<file path="config.mk">
export PLATFORM = sky130hd
export DESIGN_NAME = fp_to_int_decoder
export DESIGN_NICKNAME = d
export VERILOG_FILES = /design/src/rtl/fp_to_int_decoder.sv
export SDC_FILE = /design/constraint.sdc
export NUM_CORES = 1
export LEC_CHECK = 0
export CAP_MARGIN = 25
export CORE_MARGIN = 3
export CORE_UTILIZATION = 57
export CTS_CLUSTER_DIAMETER = 30
export DETAILED_ROUTE_END_ITERATION = 10
export DONT_BUFFER_PORTS = 1
export PLACE_DENSITY = 0.72
export RECOVER_POWER = 50
export SYNTH_ARGS = -nofsm -noshare
export SYNTH_HDL_FRONTEND = slang
export SYNTH_SLANG_ARGS = --single-unit
</file>
<file path="constraint.sdc">
create_clock -name clk -period 4.6 [get_ports clk]
set_clock_uncertainty 0.05 [all_clocks]
set_input_delay 0.46 -clock clk [delete_from_list [all_inputs] [get_ports clk]]
set_output_delay 0.46 -clock clk [all_outputs]
set_load 0.03 [all_outputs]
</file>
<file path="src/rtl/fp_to_int_decoder.sv">
// Serial IEEE-754 single to int32 converter, truncating toward zero.
// Shifts the mantissa one bit per cycle; start/done handshake.
//
// state    | meaning
// ---------+-----------------------------------------------------------
// IDLE     | waiting for start
// CLASSIFY | decode operand, resolve special cases or set up shift
// SHIFT    | one-bit shift of the working register per cycle
// SIGN     | apply two's-complement negation for negative operands
// DONE     | one-cycle done pulse; may accept a new start
module fp_to_int_decoder (
  input  logic        clk,
  input  logic        rst,
  input  logic        start,
  input  logic [31:0] f,
  output logic        busy,
  output logic        done,
  output logic [31:0] result,
  output logic        overflow,
  output logic        inexact
);

  typedef enum logic [2:0] {
    S_IDLE,
    S_CLASSIFY,
    S_SHIFT,
    S_SIGN,
    S_DONE
  } state_t;

  localparam logic [31:0] INT_MAX = 32'h7FFF_FFFF;
  localparam logic [31:0] INT_MIN = 32'h8000_0000;

  state_t      state_q, state_d;
  logic [31:0] op_q, op_d;
  logic [31:0] work_q, work_d;
  logic [31:0] result_q, result_d;
  logic [4:0]  cnt_q, cnt_d;
  logic        left_q, left_d;
  logic        sticky_q, sticky_d;
  logic        overflow_q, overflow_d;
  logic        inexact_q, inexact_d;

  logic        op_sign;
  logic [7:0]  op_exp;
  logic [22:0] op_frac;

  assign op_sign = op_q[31];
  assign op_exp  = op_q[30:23];
  assign op_frac = op_q[22:0];

  always_comb begin
    state_d    = state_q;
    op_d       = op_q;
    work_d     = work_q;
    result_d   = result_q;
    cnt_d      = cnt_q;
    left_d     = left_q;
    sticky_d   = sticky_q;
    overflow_d = overflow_q;
    inexact_d  = inexact_q;

    case (state_q)
      S_IDLE, S_DONE: begin
        state_d = S_IDLE;
        if (start) begin
          op_d       = f;
          overflow_d = 1'b0;
          inexact_d  = 1'b0;
          sticky_d   = 1'b0;
          state_d    = S_CLASSIFY;
        end
      end

      S_CLASSIFY: begin
        work_d = {8'd0, 1'b1, op_frac};
        if (op_exp == 8'd255) begin
          // NaN saturates positive; only -Inf goes to INT_MIN
          overflow_d = 1'b1;
          result_d   = (op_sign && (op_frac == 23'd0)) ? INT_MIN : INT_MAX;
          state_d    = S_DONE;
        end else if (op_exp < 8'd127) begin
          result_d  = 32'd0;
          inexact_d = (op_q[30:0] != 31'd0);
          state_d   = S_DONE;
        end else if (op_exp >= 8'd158) begin
          if (op_q == 32'hCF00_0000) begin
            result_d = INT_MIN;
          end else begin
            overflow_d = 1'b1;
            result_d   = op_sign ? INT_MIN : INT_MAX;
          end
          state_d = S_DONE;
        end else begin
          if (op_exp >= 8'd150) begin
            left_d = 1'b1;
            cnt_d  = 5'(op_exp - 8'd150);
          end else begin
            left_d = 1'b0;
            cnt_d  = 5'(8'd150 - op_exp);
          end
          state_d = (cnt_d == 5'd0) ? S_SIGN : S_SHIFT;
        end
      end

      S_SHIFT: begin
        if (left_q) begin
          work_d = {work_q[30:0], 1'b0};
        end else begin
          work_d   = {1'b0, work_q[31:1]};
          sticky_d = sticky_q | work_q[0];
        end
        cnt_d = cnt_q - 5'd1;
        if (cnt_q == 5'd1) begin
          state_d = S_SIGN;
        end
      end

      S_SIGN: begin
        result_d  = op_sign ? (~work_q + 32'd1) : work_q;
        inexact_d = sticky_q;
        state_d   = S_DONE;
      end

      default: state_d = S_IDLE;
    endcase
  end

  always_ff @(posedge clk) begin
    if (rst) begin
      state_q    <= S_IDLE;
      op_q       <= 32'd0;
      work_q     <= 32'd0;
      result_q   <= 32'd0;
      cnt_q      <= 5'd0;
      left_q     <= 1'b0;
      sticky_q   <= 1'b0;
      overflow_q <= 1'b0;
      inexact_q  <= 1'b0;
    end else begin
      state_q    <= state_d;
      op_q       <= op_d;
      work_q     <= work_d;
      result_q   <= result_d;
      cnt_q      <= cnt_d;
      left_q     <= left_d;
      sticky_q   <= sticky_d;
      overflow_q <= overflow_d;
      inexact_q  <= inexact_d;
    end
  end

  assign busy     = (state_q == S_CLASSIFY) || (state_q == S_SHIFT) || (state_q == S_SIGN);
  assign done     = (state_q == S_DONE);
  assign result   = result_q;
  assign overflow = overflow_q;
  assign inexact  = inexact_q;

endmodule

</file>
==> summary.txt, run 1 <==
Global routing
  – Most Used Layer, Global Route: met2
  – Met2 Use GR: 41.1%
  – GR Util met1: 35.3%
  – Grt total ovfl: 0
  – GR Layer Usage met3: 4.00%
  – Global-route wire length before repair: 24.3 mm
  – Vias in the first global route: 4,938
  – Largest net degree at the start of global routing: 111
  – GRT Total Usage: 25.6%
  – Initial antenna violation count: 0

Synth
  – Async SR Flop Fraction: 0%
  – Top cells by instance count after synthesis: 119 x nand2_1, 108 x dfxtp_1, 66 x nor2_1
  – Top area cells in the synthesized netlist: dfxtp_1 37%, nand2_1 7.5%, a211oi_1 4.4%, a21oi_1 4.3%, nor2_1 4.2%
  – Cell variety after synth: 61
  – Synth top area share: 36.5%
  – Mapped cell area: 0.00592 mm²
  – Post-Synthesis Cells: between 700 and 800
  – Post-synth EDFFs: 0
  – Synth Net Count: between 700 and 800
  – Avg Inst Size Synth: between 7 and 8 µm²
  – Dominant cell type by area after synthesis: dfxtp_1
  – Register area share after synthesis: between 30% and 40%
  – Synth Flop Type: dfxtp_1
  – Synthesized flop and latch total: 108
  – Count leader, synth: nand2_1
  – Yosys warnings: 0

Routing
  – Routed length per placed instance: approximately 17 µm
  – Via count: 5,217
  – Drc violations: 0
  – Drt first pass iters: 5
  – Final ANT Viol Nets: 0
  – Drt initial violations: 389
  – Total length of routed wires: 14.6 mm
  – Vias per std cell: 6.22

Pwr
  – Switching power: around 640 µW
  – Internal: 1.44 mW
  – Logic gate share of total power: 15.3%
  – Flop pwr share: 53.5%
  – Clk network pwr share: 31.2%
  – Max VDD drop: between 0.1 and 0.15 mV
  – Switching Fraction: between 30% and 40%
  – Cell Pwr Density: 340 mW/mm²
  – Leak pwr: 2.11 nW

Setup path
  – Critical path required time: between 4 and 5 ns
  – Top fanout value on the critical path: 19
  – Slowest CP cell: clkbuf_1
  – Max incr delay on CP: approximately 0.70 ns
  – Setup crit end kind: flop
  – Crit path cell chain: clkbuf_1 > nor2_1 > and2_0 > clkbuf_1 > nor2_1 > nand3_1 > o21ai_0
  – CP arrival: 3.26 ns
  – Critical path launch point type: flop
  – Critical path class: flop to flop

Placed design
  – Number of I/O port buffers: 0
  – Placed Cells: 821
  – Post-DP HPWL: 9.92 mm
  – GP Congestion: 0.843
  – Place WS: 1.91 ns

STA
  – Worst Tran Pin Value: approximately 1.1 ns
  – Final hold vios: 0
  – Max-slew violation count: 0
  – Setup ws final: 1.56 ns
  – Tmin final: 3.04 ns
  – Final worst path period share: 66.1%
  – Achievable frequency: 329 MHz
  – RSZ-0062 raised after global routing: false
  – Setup TNS Final: 0 ns
  – Relative slew slack: 28.7%
  – # setup viols final: 0

Layout
  – Fin cells: roughly 840
  – Fillers: 942
  – Post-layout net count: 745
  – Layout cells sized above 1: 6.09%
  – Area grow syn2layout: 3.19%
  – ANT cells: 0

Clocking
  – CTS Root Cell: clkbuf_8
  – Max H-tree Level: 3
  – Hold-fix buffers, CTS: 0
  – Clk sink count: about 110
  – Setup bufs post-CTS: 0
  – CTS Buf Count: 9
  – Clock-pin slew on the worst setup and hold paths: 0.10 ns
  – Worst-skew pair later-pin latency: 0.38 ns
  – CTS tree: done
  – CTS resizes: 0
  – Longest Clk Path Bufs: 2

Floorplan
  – Chip width: between 100 and 150 µm
  – Die area: 0.0116 mm²
  – Core area: around 0.010 mm²
  – Row count: 36
  – Die Ht: between 100 and 150 µm
  – Starting density of the core: 59.5%
  – IO Pins: 71

Min path
  – Worst Hold Class: primary input to flop

Job
  – MaxCap Viol Count: 0

Status
  – Status: finished clean
==> layout make-up <==
class,count,area (µm²),share of cell area (%)
clock buffer,10,138,2.25
clock inverter,6,87.6,1.43
inverter,15,56.3,0.921
multi-input combinational,558,3400,55.6
sequential,108,2160,35.4
tap,133,166,2.72
timing repair buffer,9,100,1.64
==> through the flow <==
stage	hold WS, ns	area [µm²]	power, mW	utilization (%)
3_3_place_gp	0.406	5830	1.43	58.6
5_1_grt	0.0782	6110	2.18	61.4
4_1_cts	0.0877	6080	2.08	61.1
6_report	0.103	6110	2.08	61.4
3_5_place_dp	0.412	5860	1.44	58.8
2_1_floorplan	0.396	5920	1.39	-
==> cells in the final DEF (no fill, tap or decap), types with 5 or more instances in the layout <==
master / count
nand2_1: 119
dfxtp_1: 107
nor2_1: 66
a21oi_1: 50
o21ai_0: 35
a211oi_1: 35
a311oi_1: 27
nor2b_1: 24
o31ai_1: 16
inv_1: 15
nor4_1: 14
nand3_1: 14
mux2i_1: 14
or3_1: 13
o32ai_1: 13
xnor2_1: 13
nor3_1: 11
clkbuf_8: 10
nand2b_1: 9
xor2_1: 9
ha_1: 9
a31oi_1: 8
buf_4: 5
==> power groups by stage <==
stage	logic [mW]	clock network, mW	registers [mW]
final	0.317	0.648	1.11
after global routing	0.361	0.699	1.12
after CTS	0.312	0.656	1.11
after detailed placement	0.310	0	1.13
after global placement	0.301	0	1.13
after floorplan	0.291	0	1.10
==> per-layer routing <==
metal,share of wire [%],wire [µm],up-vias
met5,0,0,-
met4,1.5,218,0
met3,6.7,975,17
met2,46,6730,172
met1,46,6700,2423
li1,-,-,2605
==> registers in the layout, summed over array words and instances, names as in the netlist <==
name,flops
left_q,1
sticky_q,1
cnt_q,5
work_q,32
op_q,32
state_q,3
result,32
overflow,1
inexact,1
==> kinds of logic after synthesis <==
logic type | after synthesis | share of synthesized area [%]
xor+xnor | 22 | 3.25
flops | 108 | 36.5
buf+inv | 87 | 6.15
simple gates | 297 | 23.7
compound gates | 215 | 25.9
mux | 15 | 2.56
fa+ha+maj | 9 | 1.90
==> critical path: cells and delay by family (launching register included) <==
family / cells / cell delay [ns]
buffers and inverters: 2 / 1.05
AOI/OAI and AO/OA: 1 / 0.07
DFF: 1 / 0.45
and+or+nand+nor: 4 / 1.29
==> final timing paths <==
check,cells after the start,to,slack [ns],start
max,7,overflow$_SDFFE_PP0P_,1.56,state_q[1]$_SDFFE_PP0P_
min,1,work_q[25]$_SDFFE_PP0P_,0.10,rst
max reg2reg,7,overflow$_SDFFE_PP0P_,1.56,state_q[1]$_SDFFE_PP0P_
min reg2reg,2,op_q[17]$_SDFFE_PP0P_,0.43,op_q[17]$_SDFFE_PP0P_
Note: power is estimated with default switching activity, not from simulation.
==> run 2: changes to the inputs <==
==> constraint.sdc (replaced) <==
create_clock -name clk -period 2.86 [get_ports clk]
set_clock_uncertainty 0.05 [all_clocks]
set_input_delay 0.286 -clock clk [delete_from_list [all_inputs] [get_ports clk]]
set_output_delay 0.286 -clock clk [all_outputs]
set_load 0.03 [all_outputs]
==> summary.txt, run 2 (same netlist as run 1, synthesis figures left out) <==
Placed design
  – Number of I/O port buffers: 0 (unchanged)
  – Placed cell area: 0.00590 mm² (+0.68%)
  – GP Congestion: 0.878 (+4.1%)
  – Post-DP HPWL: 10.3 mm (+4.1%)
  – Place WS: 0.470 ns (-1.44 ns)
  – Placed Cells: 829 (+0.97%)

Setup path
  – Top fanout value on the critical path: 31 (+12)
  – Critical Path Most Common Cell: o32ai_1
  – Setup crit end kind: flop
  – Max incr delay on CP: 0.52 ns (-0.18 ns)
  – Critical path class: flop to flop
  – Critical path launch point type: flop
  – CP arrival: 2.67 ns (-0.59 ns)
  – Critical path required time: 3.09 ns (-1.73 ns)
  – Slowest CP cell: dfxtp_1
  – Crit path cell chain: inv_1 > ha_1 > o2111a_1 > o32ai_1 > a21oi_2 > o221a_2 > o32ai_1

Floorplan
  – Starting density of the core: 59.5% (unchanged)
  – Die Ht: 108 µm (unchanged)
  – Die area: 0.0116 mm² (unchanged)
  – IO Pins: 71 (unchanged)
  – Row count: 36 (unchanged)
  – Chip width: 108 µm (unchanged)
  – Core area: 0.00995 mm² (unchanged)

Status
  – Status: finished clean

STA
  – RSZ-0062 raised after global routing: false
  – Relative slew slack: 54.7% (+26 points)
  – Final worst path period share: 85.6% (+19 points)
  – Setup TNS Final: 0 ns (unchanged)
  – Final hold vios: 0 (unchanged)
  – Max-slew violation count: 0 (unchanged)
  – Achievable frequency: 409 MHz (+24%)
  – Worst Tran Pin Value: 0.679 ns (-0.391 ns)
  – Tmin final: 2.45 ns (-0.593 ns)
  – Setup ws final: 0.413 ns (-1.15 ns)
  – Fin Hold WS: 0.0251 ns (-0.0777 ns)
  – # setup viols final: 0 (unchanged)

Pwr
  – Tot Pwr: 3.50 mW (+69%)
  – Leak pwr: 2.27 nW (+8.0%)
  – Max VDD drop: 0.307 mV (+120%)
  – Cell Pwr Density: 542 mW/mm² (+59%)

Global routing
  – GRT Total Usage: 27.0% (+1.4 points)
  – Grt total ovfl: 0 (unchanged)
  – Global-route wire length before repair: 25.4 mm (+4.4%)
  – Vias in the first global route: 5,081 (+2.9%)
  – Initial antenna violation count: 0 (unchanged)
  – Largest net degree at the start of global routing: 104 (-6.3%)

Routing
  – Via count: 5,427 (+4.0%)
  – Final ANT Viol Nets: 0 (unchanged)
  – Drt initial violations: 402 (+3.3%)
  – Drt first pass iters: 6 (+1)
  – Total length of routed wires: 15.4 mm (+5.3%)
  – Vias per std cell: 6.21 (-0.14%)
  – Drc violations: 0 (unchanged)
  – Routed length per placed instance: 17.6 µm (+1.1%)

Layout
  – Most common cell after layout, fill and taps aside: nand2_1
  – Fin cells: 874 (+4.2%)
  – Area grow syn2layout: 9.17%
  – Fin area: 0.00646 mm² (+5.8%)
  – Most frequent cells in the layout: 119 x nand2_1, 107 x dfxtp_1, 66 x nor2_1
  – Layout cells sized above 1: 6.88% (+0.79 points)
  – Post-layout net count: 780 (+4.7%)
  – Core Util, Final: 64.9% (+3.6 points)
  – ANT cells: 0 (unchanged)

Clocking
  – CTS tree: done
  – CTS Buf Count: 9 (unchanged)
  – CTS resizes: 0 (unchanged)
  – Worst-skew pair later-pin latency: 0.37 ns (about the same)
  – Clk sink count: 108 (unchanged)
  – Clock-pin slew on the worst setup and hold paths: 0.10 ns (about the same)
  – Longest Clk Path Bufs: 2 (unchanged)
  – CTS Root Cell: clkbuf_8
  – Max H-tree Level: 3 (unchanged)

Min path
  – Worst Hold Class: primary input to flop

Job
  – MaxCap Viol Count: 0 (unchanged)
-- run 2: path summary, 6_finish.rpt --
check | start | to | slack, ns | depth (start not counted)
max | op_q[23]$_SDFFE_PP0P_ | result[25]$_SDFFE_PP0P_ | 0.41 | 7
min reg2reg | op_q[19]$_SDFFE_PP0P_ | op_q[19]$_SDFFE_PP0P_ | 0.44 | 2
max reg2reg | op_q[23]$_SDFFE_PP0P_ | result[25]$_SDFFE_PP0P_ | 0.41 | 7
min | rst | result[31]$_SDFFE_PP0P_ | 0.03 | 2
-- run 2: what timing repair did --
item / in CTS / in global routing
hold buffers: 27 / 1
setup buffers: 0 / 0
setup endpoints to repair: 0 / 0
hold endpoints to repair: 103 / 1
-- run 2: power by group --
part | leakage (nW) | switching, mW | internal (mW) | total (mW)
Clock | 0.122 | 0.527 | 0.605 | 1.13
Combinational | 1.27 | 0.352 | 0.234 | 0.586
Sequential | 0.882 | 0.187 | 1.60 | 1.78
-- run 2: critical path: cells and delay by family (launching register included) --
family / cells / cell delay [ns]
flip-flops: 1 / 0.52
buffers and inverters: 1 / 0.12
AO/OA/AOI/OAI: 5 / 1.43
adder cells (fa/ha/maj): 1 / 0.22
-- run 2: layout make-up --
class	instances	area (µm²)
multi-input combinational	558	3400
clock inverter	6	111
inverter	15	56.3
sequential	108	2160
timing repair buffer	44	430
fill	898	3490
tap	133	166
clock buffer	10	138
-- run 2: routing by layer --
metal	global-route usage (%)	vias up	routed length (µm)
met4	10.7	0	397
li1	-	2681	-
met1	37.4	2527	7000
met5	0	-	0
met3	5.07	27	1040
met2	41.8	192	6960
==> run 3: changes to the inputs <==
--- a/config.mk
+++ b/config.mk
@@ -6,7 +6,7 @@
 export NUM_CORES = 1
 export LEC_CHECK = 0
 export CAP_MARGIN = 25
-export CORE_MARGIN = 3
+export CORE_MARGIN = 2
 export CORE_UTILIZATION = 57
 export CTS_CLUSTER_DIAMETER = 30
 export DETAILED_ROUTE_END_ITERATION = 10
==> summary.txt, run 3 (same netlist as run 1, synthesis figures left out) <==
STA
  – Setup TNS Final: 0 ns (unchanged)
  – Achievable frequency: 417 MHz (+2.1%)
  – # setup viols final: 0 (unchanged)
  – Final worst path period share: 83.8% (-1.7 points)
  – Tmin final: 2.40 ns (-0.0494 ns)
  – Worst Tran Pin Value: 0.986 ns (+0.307 ns)
  – Relative slew slack: 34.2% (-20 points)
  – Max-slew violation count: 0 (unchanged)
  – RSZ-0062 raised after global routing: false
  – Final hold vios: 0 (unchanged)

Setup path
  – CP top delay family: simple AND/OR/NAND/NOR gates
  – Crit path buf inv count: 2 (+1)
  – Slowest CP cell: nor3_1
  – Critical path required time: 3.10 ns (about the same)
  – Max incr delay on CP: 0.62 ns (+0.10 ns)
  – Crit path cell chain: clkbuf_2 > inv_1 > nor3_1 > nor2_1 > a221oi_1
  – Critical path class: flop to flop
  – CP arrival: 2.63 ns (-0.04 ns)
  – Critical path launch point type: flop
  – Setup crit end kind: flop
  – CP Launch Point: state_q[1]$_SDFFE_PP0P_
  – R2R Path Start: state_q[1]$_SDFFE_PP0P_
  – Top fanout value on the critical path: 29 (-6.5%)

Pwr
  – Clk network pwr share: 30.8% (-1.5 points)
  – Leak pwr: 2.26 nW (-0.74%)
  – Flop pwr share: 52.4% (+1.5 points)
  – Max VDD drop: 0.304 mV (-0.87%)
  – Cell Pwr Density: 529 mW/mm² (-2.3%)
  – Internal: 2.34 mW (-3.7%)
  – Switching Fraction: 31.0% (+0.55 points)
  – Switching power: 1.05 mW (-1.2%)
  – Logic gate share of total power: 16.8% (about the same)
  – Tot Pwr: 3.40 mW (-3.0%)

Layout
  – Fillers: 902 (+0.45%)
  – Most frequent cells in the layout: 119 x nand2_1, 107 x dfxtp_1, 66 x nor2_1
  – ANT cells: 0 (unchanged)
  – Layout cells sized above 1: 6.62% (-0.26 points)
  – Area grow syn2layout: 8.47%
  – Most common cell after layout, fill and taps aside: nand2_1
  – Post-layout net count: 779 (-0.13%)

Routing
  – Routed length per placed instance: 16.8 µm (-4.8%)
  – Total length of routed wires: 14.7 mm (-4.6%)
  – Drc violations: 0 (unchanged)
  – Drt first pass iters: 9 (+3)
  – Final ANT Viol Nets: 0 (unchanged)
  – Via count: 5,375 (-0.96%)
  – Vias per std cell: 6.14 (-1.2%)
  – Drt initial violations: 374 (-7.0%)

Floorplan
  – Die Ht: 106 µm (-1.9%)
  – Chip width: 106 µm (-1.9%)
  – Starting density of the core: 58.1% (-1.3 points)
  – Core area: 0.0102 mm² (+2.3%)
  – Row count: 37 (+2.8%)
  – Die area: 0.0112 mm² (-3.7%)
  – IO Pins: 71 (unchanged)

Status
  – Status: finished clean

Placed design
  – Post-DP HPWL: 9.74 mm (-5.7%)
  – GP Congestion: 0.876 (-0.27%)
  – Number of I/O port buffers: 0 (unchanged)

Clocking
  – Worst-skew pair later-pin latency: 0.37 ns (about the same)
  – Clock-pin slew on the worst setup and hold paths: 0.10 ns (about the same)
  – CTS Buf Count: 9 (unchanged)
  – CTS Root Cell: clkbuf_8
  – Clk sink count: 108 (unchanged)
  – Max H-tree Level: 3 (unchanged)
  – CTS resizes: 0 (unchanged)
  – CTS tree: done
  – Longest Clk Path Bufs: 2 (unchanged)

Job
  – MaxCap Viol Count: 0 (unchanged)

Global routing
  – Global-route wire length before repair: 24.4 mm (-3.7%)
  – Initial antenna violation count: 0 (unchanged)
  – GRT Total Usage: 26.5% (-0.50 points)
  – Grt total ovfl: 0 (unchanged)
  – Largest net degree at the start of global routing: 104 (unchanged)
  – Vias in the first global route: 4,867 (-4.2%)

Min path
  – Worst Hold Class: primary input to flop
  – Hold_sp: f[2]
-- run 3: power groups by stage --
stage	combinational [mW]	sequential [mW]	clock [mW]
after CTS	0.568	1.78	1.07
after global routing	0.639	1.80	1.12
after detailed placement	0.510	1.82	0
final	0.571	1.78	1.05
after global placement	0.495	1.81	0
after floorplan	0.469	1.77	0
-- run 3: area by class of cell --
class | instances | area, µm² | share of cell area, %
flip-flops and latches | 108 | 2160 | 33.7
clock buffers | 11 | 141 | 2.20
multi-input cells | 558 | 3400 | 52.9
well taps | 136 | 170 | 2.65
inverters | 15 | 56.3 | 0.877
repair buffers | 43 | 410 | 6.39
clock inverters | 5 | 82.6 | 1.29
-- run 3: layer usage --
metal / track usage [%] / wire length (µm) / up-vias
met4: 7.24 / 132 / 0
met1: 38.9 / 6990 / 2513
met2: 40.6 / 6670 / 172
met3: 4.17 / 906 / 10
met5: 0 / 0 / -
li1: - / - / 2680
-- run 3: what timing repair did --
action | 4_1_cts | 5_1_grt
hold buffers | 30 | 0
buffers inserted | 0 | 0
setup endpoints to repair | 0 | 0
hold endpoints to repair | 103 | 0
-- run 3: final timing paths --
kind,to,slack (ns),depth (start not counted)
setup / recovery,work_q[23]$_SDFFE_PP0P_,0.46,5
hold / removal,op_q[2]$_SDFFE_PP0P_,0.009,2
setup reg to reg,work_q[23]$_SDFFE_PP0P_,0.46,5
hold reg to reg,op_q[17]$_SDFFE_PP0P_,0.43,2
-- run 3: per-stage QoR --
| step | cell area, µm² | setup WS, ns | std cells | hold WS [ns] | util (%) |
|---|---|---|---|---|---|
| 6_report | 6420 | 0.462 | 876 | 0.00903 | 63.1 |
| 5_1_grt | 6420 | 0.198 | 876 | 0.0000384 | 63.1 |
| 4_1_cts | 6430 | 0.473 | 876 | 0.00298 | 63.1 |
| 3_5_place_dp | 5890 | 0.484 | 830 | 0.311 | 57.8 |
| 3_3_place_gp | 5890 | 0.597 | 830 | 0.310 | 57.8 |
| 2_1_floorplan | 5920 | 0.643 | 753 | 0.372 | - |
